<file path="src/rtl/fetch_pkg.sv">
`default_nettype none
// ============================================================================
// Module      : fetch_pkg
// Description : Shared constants and types for the instruction fetch stage
//               and its consumers (decode reads fd_reg_t).
// Contents    : XLEN_DEF, RESET_PC_DEF, NOP_INSTR, PC_INC, fd_reg_t
// Revision    : 1.0 - initial release
// ============================================================================
package fetch_pkg;

  localparam int unsigned          XLEN_DEF     = 32;
  localparam logic [XLEN_DEF-1:0]  RESET_PC_DEF = 32'h0000_0000;
  // addi x0, x0, 0 -- the canonical bubble instruction
  localparam logic [31:0]          NOP_INSTR    = 32'h0000_0013;
  localparam int unsigned          PC_INC       = 4;

  // F/D pipeline register as seen by decode
  typedef struct packed {
    logic                valid;
    logic [XLEN_DEF-1:0] pc;
    logic [31:0]         instr;
  } fd_reg_t;

endpackage
`default_nettype wire

</file>
<file path="src/rtl/fetch_hold_buf.sv">
`default_nettype none
// ============================================================================
// Module      : fetch_hold_buf
// Description : One-entry skid buffer that parks an instruction returned by
//               memory while the F/D register cannot accept it.
// Ports       : clk_i, rst_i        - clock, async active-high reset
//               capture_i           - load pc_i/instr_i, mark valid
//               drain_i             - entry consumed, clear valid
//               kill_i              - discard entry (highest priority)
//               pc_i, instr_i       - incoming fetched word
//               valid_o, pc_o, instr_o - buffered word
// Revision    : 1.0 - initial release
// ============================================================================
module fetch_hold_buf
  import fetch_pkg::*;
#(
  parameter int unsigned XLEN = XLEN_DEF
) (
  input  logic            clk_i,
  input  logic            rst_i,
  input  logic            capture_i,
  input  logic            drain_i,
  input  logic            kill_i,
  input  logic [XLEN-1:0] pc_i,
  input  logic [31:0]     instr_i,
  output logic            valid_o,
  output logic [XLEN-1:0] pc_o,
  output logic [31:0]     instr_o
);

  logic            valid_q, valid_d;
  logic [XLEN-1:0] pc_q, pc_d;
  logic [31:0]     instr_q, instr_d;

  always_comb begin
    valid_d = valid_q;
    pc_d    = pc_q;
    instr_d = instr_q;
    if (kill_i) begin
      valid_d = 1'b0;
    end else if (capture_i) begin
      valid_d = 1'b1;
      pc_d    = pc_i;
      instr_d = instr_i;
    end else if (drain_i) begin
      valid_d = 1'b0;
    end
  end

  always_ff @(posedge clk_i or posedge rst_i) begin
    if (rst_i) begin
      valid_q <= 1'b0;
      pc_q    <= '0;
      instr_q <= NOP_INSTR;
    end else begin
      valid_q <= valid_d;
      pc_q    <= pc_d;
      instr_q <= instr_d;
    end
  end

  assign valid_o = valid_q;
  assign pc_o    = pc_q;
  assign instr_o = instr_q;

endmodule
`default_nettype wire

</file>
<file path="src/rtl/fetch_stage.sv">
`default_nettype none
// ============================================================================
// Module      : fetch_stage
// Description : Instruction fetch stage. Owns the PC, issues reads to a
//               1-cycle-latency synchronous instruction memory and drives the
//               F/D register. A one-entry hold buffer keeps the in-flight
//               word when stall/flush arrives while a read is outstanding.
// Ports       : clk_i, rst_i                 - clock, async active-high reset
//               f_stall_i, fd_flush_i        - hazard controls
//               redirect_valid_i/redirect_pc_i - execute-stage PC redirect
//               imem_req_o, imem_addr_o, imem_rdata_i - instruction memory
//               fd_valid_o, fd_pc_o, fd_instr_o - F/D register
// Options     : FETCH_PERF_EN adds fetch_cnt_o / bubble_cnt_o counters.
// Revision    : 1.0 - initial release
// ============================================================================
module fetch_stage
  import fetch_pkg::*;
#(
  parameter int unsigned     XLEN     = XLEN_DEF,
  parameter logic [XLEN-1:0] RESET_PC = XLEN'(RESET_PC_DEF)
) (
  input  logic            clk_i,
  input  logic            rst_i,
  input  logic            f_stall_i,
  input  logic            fd_flush_i,
  input  logic            redirect_valid_i,
  input  logic [XLEN-1:0] redirect_pc_i,
  output logic            imem_req_o,
  output logic [XLEN-1:0] imem_addr_o,
  input  logic [31:0]     imem_rdata_i,
  output logic            fd_valid_o,
  output logic [XLEN-1:0] fd_pc_o,
  output logic [31:0]     fd_instr_o
`ifdef FETCH_PERF_EN
  ,
  output logic [31:0]     fetch_cnt_o,
  output logic [31:0]     bubble_cnt_o
`endif
);

  logic            hold;
  logic            issue;

  logic [XLEN-1:0] pc_q, pc_d;
  logic            req_valid_q, req_valid_d;
  logic [XLEN-1:0] req_pc_q, req_pc_d;

  logic            fd_valid_q, fd_valid_d;
  logic [XLEN-1:0] fd_pc_q, fd_pc_d;
  logic [31:0]     fd_instr_q, fd_instr_d;
  logic            fd_load_valid;

  logic            hb_capture, hb_drain;
  logic            hb_valid;
  logic [XLEN-1:0] hb_pc;
  logic [31:0]     hb_instr;

  // Stall and flush look identical from the fetch side: nothing new issues.
  assign hold  = f_stall_i | fd_flush_i;
  assign issue = !hold && !redirect_valid_i;

  assign imem_req_o  = issue && !rst_i;
  assign imem_addr_o = pc_q;

  // PC / request-in-flight tracking
  always_comb begin
    pc_d        = pc_q;
    req_valid_d = 1'b0;
    req_pc_d    = req_pc_q;
    if (redirect_valid_i) begin
      pc_d = redirect_pc_i;
    end else if (issue) begin
      pc_d        = pc_q + XLEN'(PC_INC);
      req_valid_d = 1'b1;
      req_pc_d    = pc_q;
    end
  end

  // A returning word that F/D cannot take is parked; it is released as soon
  // as hold drops. No issue happens while it fills, so the buffer and a new
  // return never compete for F/D.
  assign hb_capture = req_valid_q && hold && !redirect_valid_i;
  assign hb_drain   = hb_valid && !hold && !redirect_valid_i;

  fetch_hold_buf #(
    .XLEN (XLEN)
  ) u_hold_buf (
    .clk_i     (clk_i),
    .rst_i     (rst_i),
    .capture_i (hb_capture),
    .drain_i   (hb_drain),
    .kill_i    (redirect_valid_i),
    .pc_i      (req_pc_q),
    .instr_i   (imem_rdata_i),
    .valid_o   (hb_valid),
    .pc_o      (hb_pc),
    .instr_o   (hb_instr)
  );

  // F/D register: redirect > flush > stall > load (buffer first) > bubble
  always_comb begin
    fd_valid_d    = 1'b0;
    fd_pc_d       = '0;
    fd_instr_d    = NOP_INSTR;
    fd_load_valid = 1'b0;
    if (redirect_valid_i || fd_flush_i) begin
      fd_valid_d = 1'b0;
    end else if (f_stall_i) begin
      fd_valid_d = fd_valid_q;
      fd_pc_d    = fd_pc_q;
      fd_instr_d = fd_instr_q;
    end else if (hb_valid) begin
      fd_valid_d    = 1'b1;
      fd_pc_d       = hb_pc;
      fd_instr_d    = hb_instr;
      fd_load_valid = 1'b1;
    end else if (req_valid_q) begin
      fd_valid_d    = 1'b1;
      fd_pc_d       = req_pc_q;
      fd_instr_d    = imem_rdata_i;
      fd_load_valid = 1'b1;
    end
  end

  always_ff @(posedge clk_i or posedge rst_i) begin
    if (rst_i) begin
      pc_q        <= RESET_PC;
      req_valid_q <= 1'b0;
      req_pc_q    <= '0;
      fd_valid_q  <= 1'b0;
      fd_pc_q     <= '0;
      fd_instr_q  <= NOP_INSTR;
    end else begin
      pc_q        <= pc_d;
      req_valid_q <= req_valid_d;
      req_pc_q    <= req_pc_d;
      fd_valid_q  <= fd_valid_d;
      fd_pc_q     <= fd_pc_d;
      fd_instr_q  <= fd_instr_d;
    end
  end

  assign fd_valid_o = fd_valid_q;
  assign fd_pc_o    = fd_pc_q;
  assign fd_instr_o = fd_instr_q;

`ifdef FETCH_PERF_EN
  // Bubble counting skips the two pipeline-fill cycles after reset release,
  // which are bubbles by construction rather than by hazard.
  logic [1:0]  warm_q, warm_d;
  logic [31:0] fetch_cnt_q, fetch_cnt_d;
  logic [31:0] bubble_cnt_q, bubble_cnt_d;

  always_comb begin
    warm_d       = warm_q;
    fetch_cnt_d  = fetch_cnt_q;
    bubble_cnt_d = bubble_cnt_q;
    if (warm_q != 2'd2) begin
      warm_d = warm_q + 2'd1;
    end
    if (fd_load_valid && (fetch_cnt_q != '1)) begin
      fetch_cnt_d = fetch_cnt_q + 32'd1;
    end
    if ((warm_q == 2'd2) && !fd_valid_q && (bubble_cnt_q != '1)) begin
      bubble_cnt_d = bubble_cnt_q + 32'd1;
    end
  end

  always_ff @(posedge clk_i or posedge rst_i) begin
    if (rst_i) begin
      warm_q       <= 2'd0;
      fetch_cnt_q  <= '0;
      bubble_cnt_q <= '0;
    end else begin
      warm_q       <= warm_d;
      fetch_cnt_q  <= fetch_cnt_d;
      bubble_cnt_q <= bubble_cnt_d;
    end
  end

  assign fetch_cnt_o  = fetch_cnt_q;
  assign bubble_cnt_o = bubble_cnt_q;
`endif

endmodule
`default_nettype wire

</file>
<file path="config.mk">
export PLATFORM = sky130hd
export DESIGN_NAME = fetch_stage
export DESIGN_NICKNAME = d
export VERILOG_FILES = /design/src/rtl/fetch_pkg.sv /design/src/rtl/fetch_hold_buf.sv /design/src/rtl/fetch_stage.sv
export SDC_FILE = /design/constraint.sdc
export NUM_CORES = 1
export LEC_CHECK = 0
export CAP_MARGIN = 40
export CORE_MARGIN = 5
export CORE_UTILIZATION = 45
export DETAILED_ROUTE_END_ITERATION = 12
export PLACE_DENSITY = 0.76
export SYNTH_ARGS = -nofsm -noshare
export SYNTH_HDL_FRONTEND = slang
export SYNTH_HIERARCHICAL = 1
export SYNTH_SLANG_ARGS = --single-unit
</file>
<file path="constraint.sdc">
create_clock -name clk_i -period 8.2 [get_ports clk_i]
set_input_delay 1.64 -clock clk_i [delete_from_list [all_inputs] [get_ports clk_i]]
set_output_delay 1.64 -clock clk_i [all_outputs]
set_load 0.02 [all_outputs]
</file>
Yosys cells after proc, flatten, opt, wreduce, memory -nomap -nowiden
Index checks and enable logic that the tools add are counted.

cells by class
  reductions and logical operators = 14
  divide/modulo/power cells = 0
  shift-type cells = 0
  add/subtract/negate cells = 1
  multiplexer cells = 19
  equality and inequality tests = 1
  bitwise gates (word level) = 2
  $lt $le $gt $ge = 0
  $mul = 0

operators with widths
  kind                     number
  $mux W32                 10
  $add A32 B3 Y32 const B  1
  $mux W1                  9
  $logic_and A1 B1 Y1      6
  $reduce_and A2 Y1        2
  $logic_not A1 Y1         3
  $reduce_bool A3 Y1       1
  $ne A2 B1 Y1 const B     1
  $reduce_bool A2 Y1       1
  $logic_or A1 B1 Y1       1
  $not A1 Y1               1
  $or A1 B1 Y1             1

word-level totals
  memories kept = 0
  latch bits = 0
  logic and storage cells = 46
  bits in registers = 195
  output and inout port bits = 98
  memory bits (read-only) = 0
  bits in writable memories = 0
  bits of input ports = 69

Logic depth before layout (Yosys ltp)
  word-level depth = 7
  mapped depth = 8

By module
Netlist, hierarchy kept.

modules (own cells, without submodules)
  module          area an instance (um^2)  instances  sequential area each (um^2)  cells each
  fetch_stage     5,913.2                  1          3,256.9                      646
  fetch_hold_buf  2,748.9                  1          1,630.3                      141

Worst setup path before layout
No wires, ideal clock.

  path type = input -> output
  start = input fd_flush_i
  end = output imem_req_o
  slack = 3.852 ns
  data arrival time = 2.708 ns
  cell stages on the path = 5
  cells stage by stage = nor2_1 -> nand2_1 -> clkbuf_1 -> clkbuf_1 -> nor2_1

on the way
  cells in the longest elaborated chain, start to end = 4

ends and longest elaborated chain
  what                 RTL line           RTL
  from (decl)          fetch_stage.sv:25  input logic fd_flush_i,
  $or A1 B1 Y1         fetch_stage.sv:59  assign hold = f_stall_i | fd_flush_i;
  $logic_not A1 Y1     fetch_stage.sv:60  assign issue = !hold && !redirect_valid_i;
  $logic_and A1 B1 Y1  fetch_stage.sv:60
  $logic_and A1 B1 Y1  fetch_stage.sv:62  assign imem_req_o = issue && !rst_i;
  to (decl)            fetch_stage.sv:28  output logic imem_req_o,

Every way passes these cells.

Worst setup path in the final report
  start = input redirect_valid_i
  end = output imem_req_o

on the way
  cells in the longest elaborated chain, start to end = 3

ends and longest elaborated chain
  what                 RTL line           RTL
  from (decl)          fetch_stage.sv:26  input logic redirect_valid_i,
  $logic_not A1 Y1     fetch_stage.sv:60
  $logic_and A1 B1 Y1  fetch_stage.sv:60
  $logic_and A1 B1 Y1  fetch_stage.sv:62

Every way passes these cells.

==> metrics.md <==
| Metric | Value |
|---|---|
| Synth top area cells | dfrtp_1, mux2_4, nand2_1 |
| Synthesis-stage register bit count | 195 |
| CP startpoint kind | input port |
| Power Density | 213 nW/µm² |
| Outcome | complete, no violations |
| Worst Path Arrival | 3650 ps |
| Setup crit start | redirect_valid_i |
| List of most frequent post-synthesis cells | dfrtp_1, nand2_1, o21ai_0 |
| Final setup violation count | 0 |
| Post-synth EDFFs | 0 |
| Hold slack | 475 ps |
| First drt pass iteration count | 5 |
| Final nets | 997 |
| Cts hold-fix bufs | 0 |
| Required time of the critical path | 6560 ps |
| Syn nets | 857 |
| Core Area | about 19000 µm² |
| Top_reg_cell synth | dfrtp_1 |
| Gate power share | 14.7% |
| Final Wtd Congestion | between 0.8 and 0.9 |
| Area Overhead vs Synth | 27.8% |
| Peak supply drop | around 150 µV |
| Switching share of power | 26.8% |
| Worst setup path endpoint | imem_req_o |
| Static leakage | 4.68 nW |
| Total track usage | around a fifth |
| Largest stage delay, worst path | slightly above 600 ps |
| WL/cell | 18.0 µm |
| Sequential share of power | 50.4% |
| Skew final | 9.85 ps |
| Largest net degree at the start of global routing | 74 |
| Slowest stage cell, crit path | clkdlybuf4s50_1 |
| ANT nets after route | 0 |
| First-pass GRT wire length | ~35 mm |
| Asr flop ratio synth | 100% |
| Post-CTS Setup Inserts | 0 |
| Switching Power | about 0.00063 W |
| Internal power | 0.00172 W |
| Final period util | 64.5% |
| Cell taking the most area after synthesis | dfrtp_1 |
| # rows | 50 |
| Max Root-Sink Buffers | 2 |
| Worst R2R Start | req_valid_q |
| Final Hold Violating Endpoints | 0 |
| Worst-Margin Slew | ~860 ps |
| Detailed Place HPWL | around 14 mm |
| Vias per cell | 5.41 |
| Via count | 6490 |
| Filler cell count | 1560 |
| Hold Crit Class | reg -> reg |
| Die area | 22100 µm² |
| H-tree depth | 4 |
| Gate Count Post-Synth | ~790 |
| TritonCTS Sinks | 195 |
| Reg2Reg Capture Point | u_hold_buf/instr_o[22] |
| Port Buffers | 166 |
| Layout cells sized above 1 | a little over an eighth |
| Num ports | 167 |
| Crit-path cells | clkdlybuf4s50_1 -> buf_4 -> inv_2 -> nand2_4 -> nor2_1 -> clkdlybuf4s50_1 |
| Crit Path Class | in -> out |
| Avg Cell Area, Syn | 11.0 µm² |
| CP endpoint kind | output pin |
| Post-synth cell types | 42 |
| Worst Reg-to-Reg Cells | 5 |
| Number of global-route vias before repair | around 6700 |
| Final Critical Period | 5290 ps |
| Setup TNS | 0 ps |
| Worst rel slew slack | 42.6% |
| Total wire length | 21.6 mm |
| Ys Warns | 6 |
| Clock power frac | 34.9% |
| Share of the synthesized area in the top cell type | 54.6% |
| Unrepaired setup endpoints after global routing | no |
| Initial antenna violation count | 0 |
| Die span in y | 149 µm |
| Clk_lat worst skew | ~430 ps |
| DR iter-0 viols | 451 |
| Final Max Tran Viols | 0 |
| CTS buffer count | 17 |
| F_max | 0.189 GHz |
| Reg2Reg Setup Slack | 5420 ps |
| Gr ovfl total | 0 |
| Chip width | 149 µm |
| Cell Area, Synth | 8660 µm² |
| Post-CTS resize count | 0 |
| CTS tree | yes |
| N_diodes | 0 |
| Hold Path Depth | 2 |
| Clock slew at reported path FFs | about 70 ps |
| Max cap viols | 0 |
| Clock root buffer | clkbuf_16 |
| Post-synthesis sequential area ratio | 56.4% |
| Starting Density | between 40% and 50% |
| Cell mode on critical path | clkdlybuf4s50_1 |
| Most frequent cell after synthesis | dfrtp_1 |
| Crit path max fanout | 37 |
| DRC errors left | 0 |
## worst max-delay path, delay by kind of cell
family | cells | cell delay (ps)
buf+inv | 4 | 1760
simple gates | 2 | 240
## cells by family (layout without fill, tap and decap cells)
family	after synthesis	in the layout	synth area share (%)
AND/OR/NAND/NOR	262	262	13.3
flip-flops	195	195	56.4
AO/OA/AOI/OAI	181	181	13.0
multiplexers	71	71	11.8
buffers and inverters	68	221	4.38
XOR/XNOR	9	9	0.910
adder cells (fa/ha/maj)	1	1	0.144
## how the worst min path moves through the flow
| stage | start | to | slack [ps] |
|---|---|---|---|
| detailed placement | fd_instr_o[17] | fd_instr_o[17] | 470 |
| finish | fd_instr_o[3] | fd_instr_o[3] | 480 |
| global placement | fd_instr_o[13] | fd_instr_o[13] | 460 |
| floorplan | req_pc_q[24] | req_pc_q[24] | 470 |
| global route | fd_pc_o[7] | fd_pc_o[7] | 500 |
| CTS | fd_instr_o[9] | fd_instr_o[9] | 480 |
## layout by cell type, fill, tap and decap left out, drive strengths merged, types with 3 or more instances in the layout
cell and n:
nand4 3, inv 18, nor4 3, and3 4
nor3 3, nand3 10, and2 3, nor2 32
o31a 4, xnor2 7, clkbuf 18, a31oi 17
clkinvlp 3, clkdlybuf4s50 166, a22oi 55, buf 13
o31ai 15, mux2 67, o21ai 77, mux2i 4
nand2 174, dfrtp 189, a21oi 10, or4 19
dfstp 6, nand2b 3
## layer usage
layer | up-vias | share of wire (%) | GRT usage (%)
met4 | 0 | 2.5 | 7.96
li1 | 3054 | - | -
met3 | 39 | 6.2 | 3.40
met1 | 3176 | 43 | 26.6
met2 | 221 | 48 | 31.8
met5 | - | 0 | 0
## state kept, by name, indices dropped and copies added (netlist names)
| name | count |
|---|---|
| fd_pc_o | 32 |
| fd_instr_o | 32 |
| req_valid_q | 1 |
| u_hold_buf/instr_o | 32 |
| fd_valid_o | 1 |
| imem_addr_o | 32 |
| u_hold_buf/pc_o | 32 |
| req_pc_q | 32 |
| u_hold_buf/valid_o | 1 |
## power by group through the flow
stage,sequential [W],clock [W],combinational (W)
after floorplan,0.00119,0,0.000213
after global placement,0.00120,0,0.000334
after detailed placement,0.00120,0,0.000350
after CTS,0.00119,0.000838,0.000351
after global routing,0.00120,0.000882,0.000377
final,0.00119,0.000823,0.000347
## cell type report
class                           instances  area [µm²]  share of cell area, %
Tap cell                              260         325                   2.94
Inverter                               10        42.5                  0.384
Timing Repair Buffer                  179        1820                   16.5
Clock buffer                           18         439                   3.97
Clock inverter                         14         141                   1.28
Sequential cell                       195        4890                   44.1
Multi-Input combinational cell        524        3410                   30.8
## stage by stage
stage	std cells	setup WS (ps)	total power [W]	utilization (%)	area, µm²
after floorplan	787	3100	0.00141	-	8660
after global placement	1164	2940	0.00153	55.2	10400
after detailed placement	1168	2900	0.00155	55.7	10500
after CTS	1200	2890	0.00237	58.8	11100
after global routing	1200	2790	0.00246	58.8	11100
final	1200	2910	0.00236	58.8	11100
(Power assumes the default switching activity.)
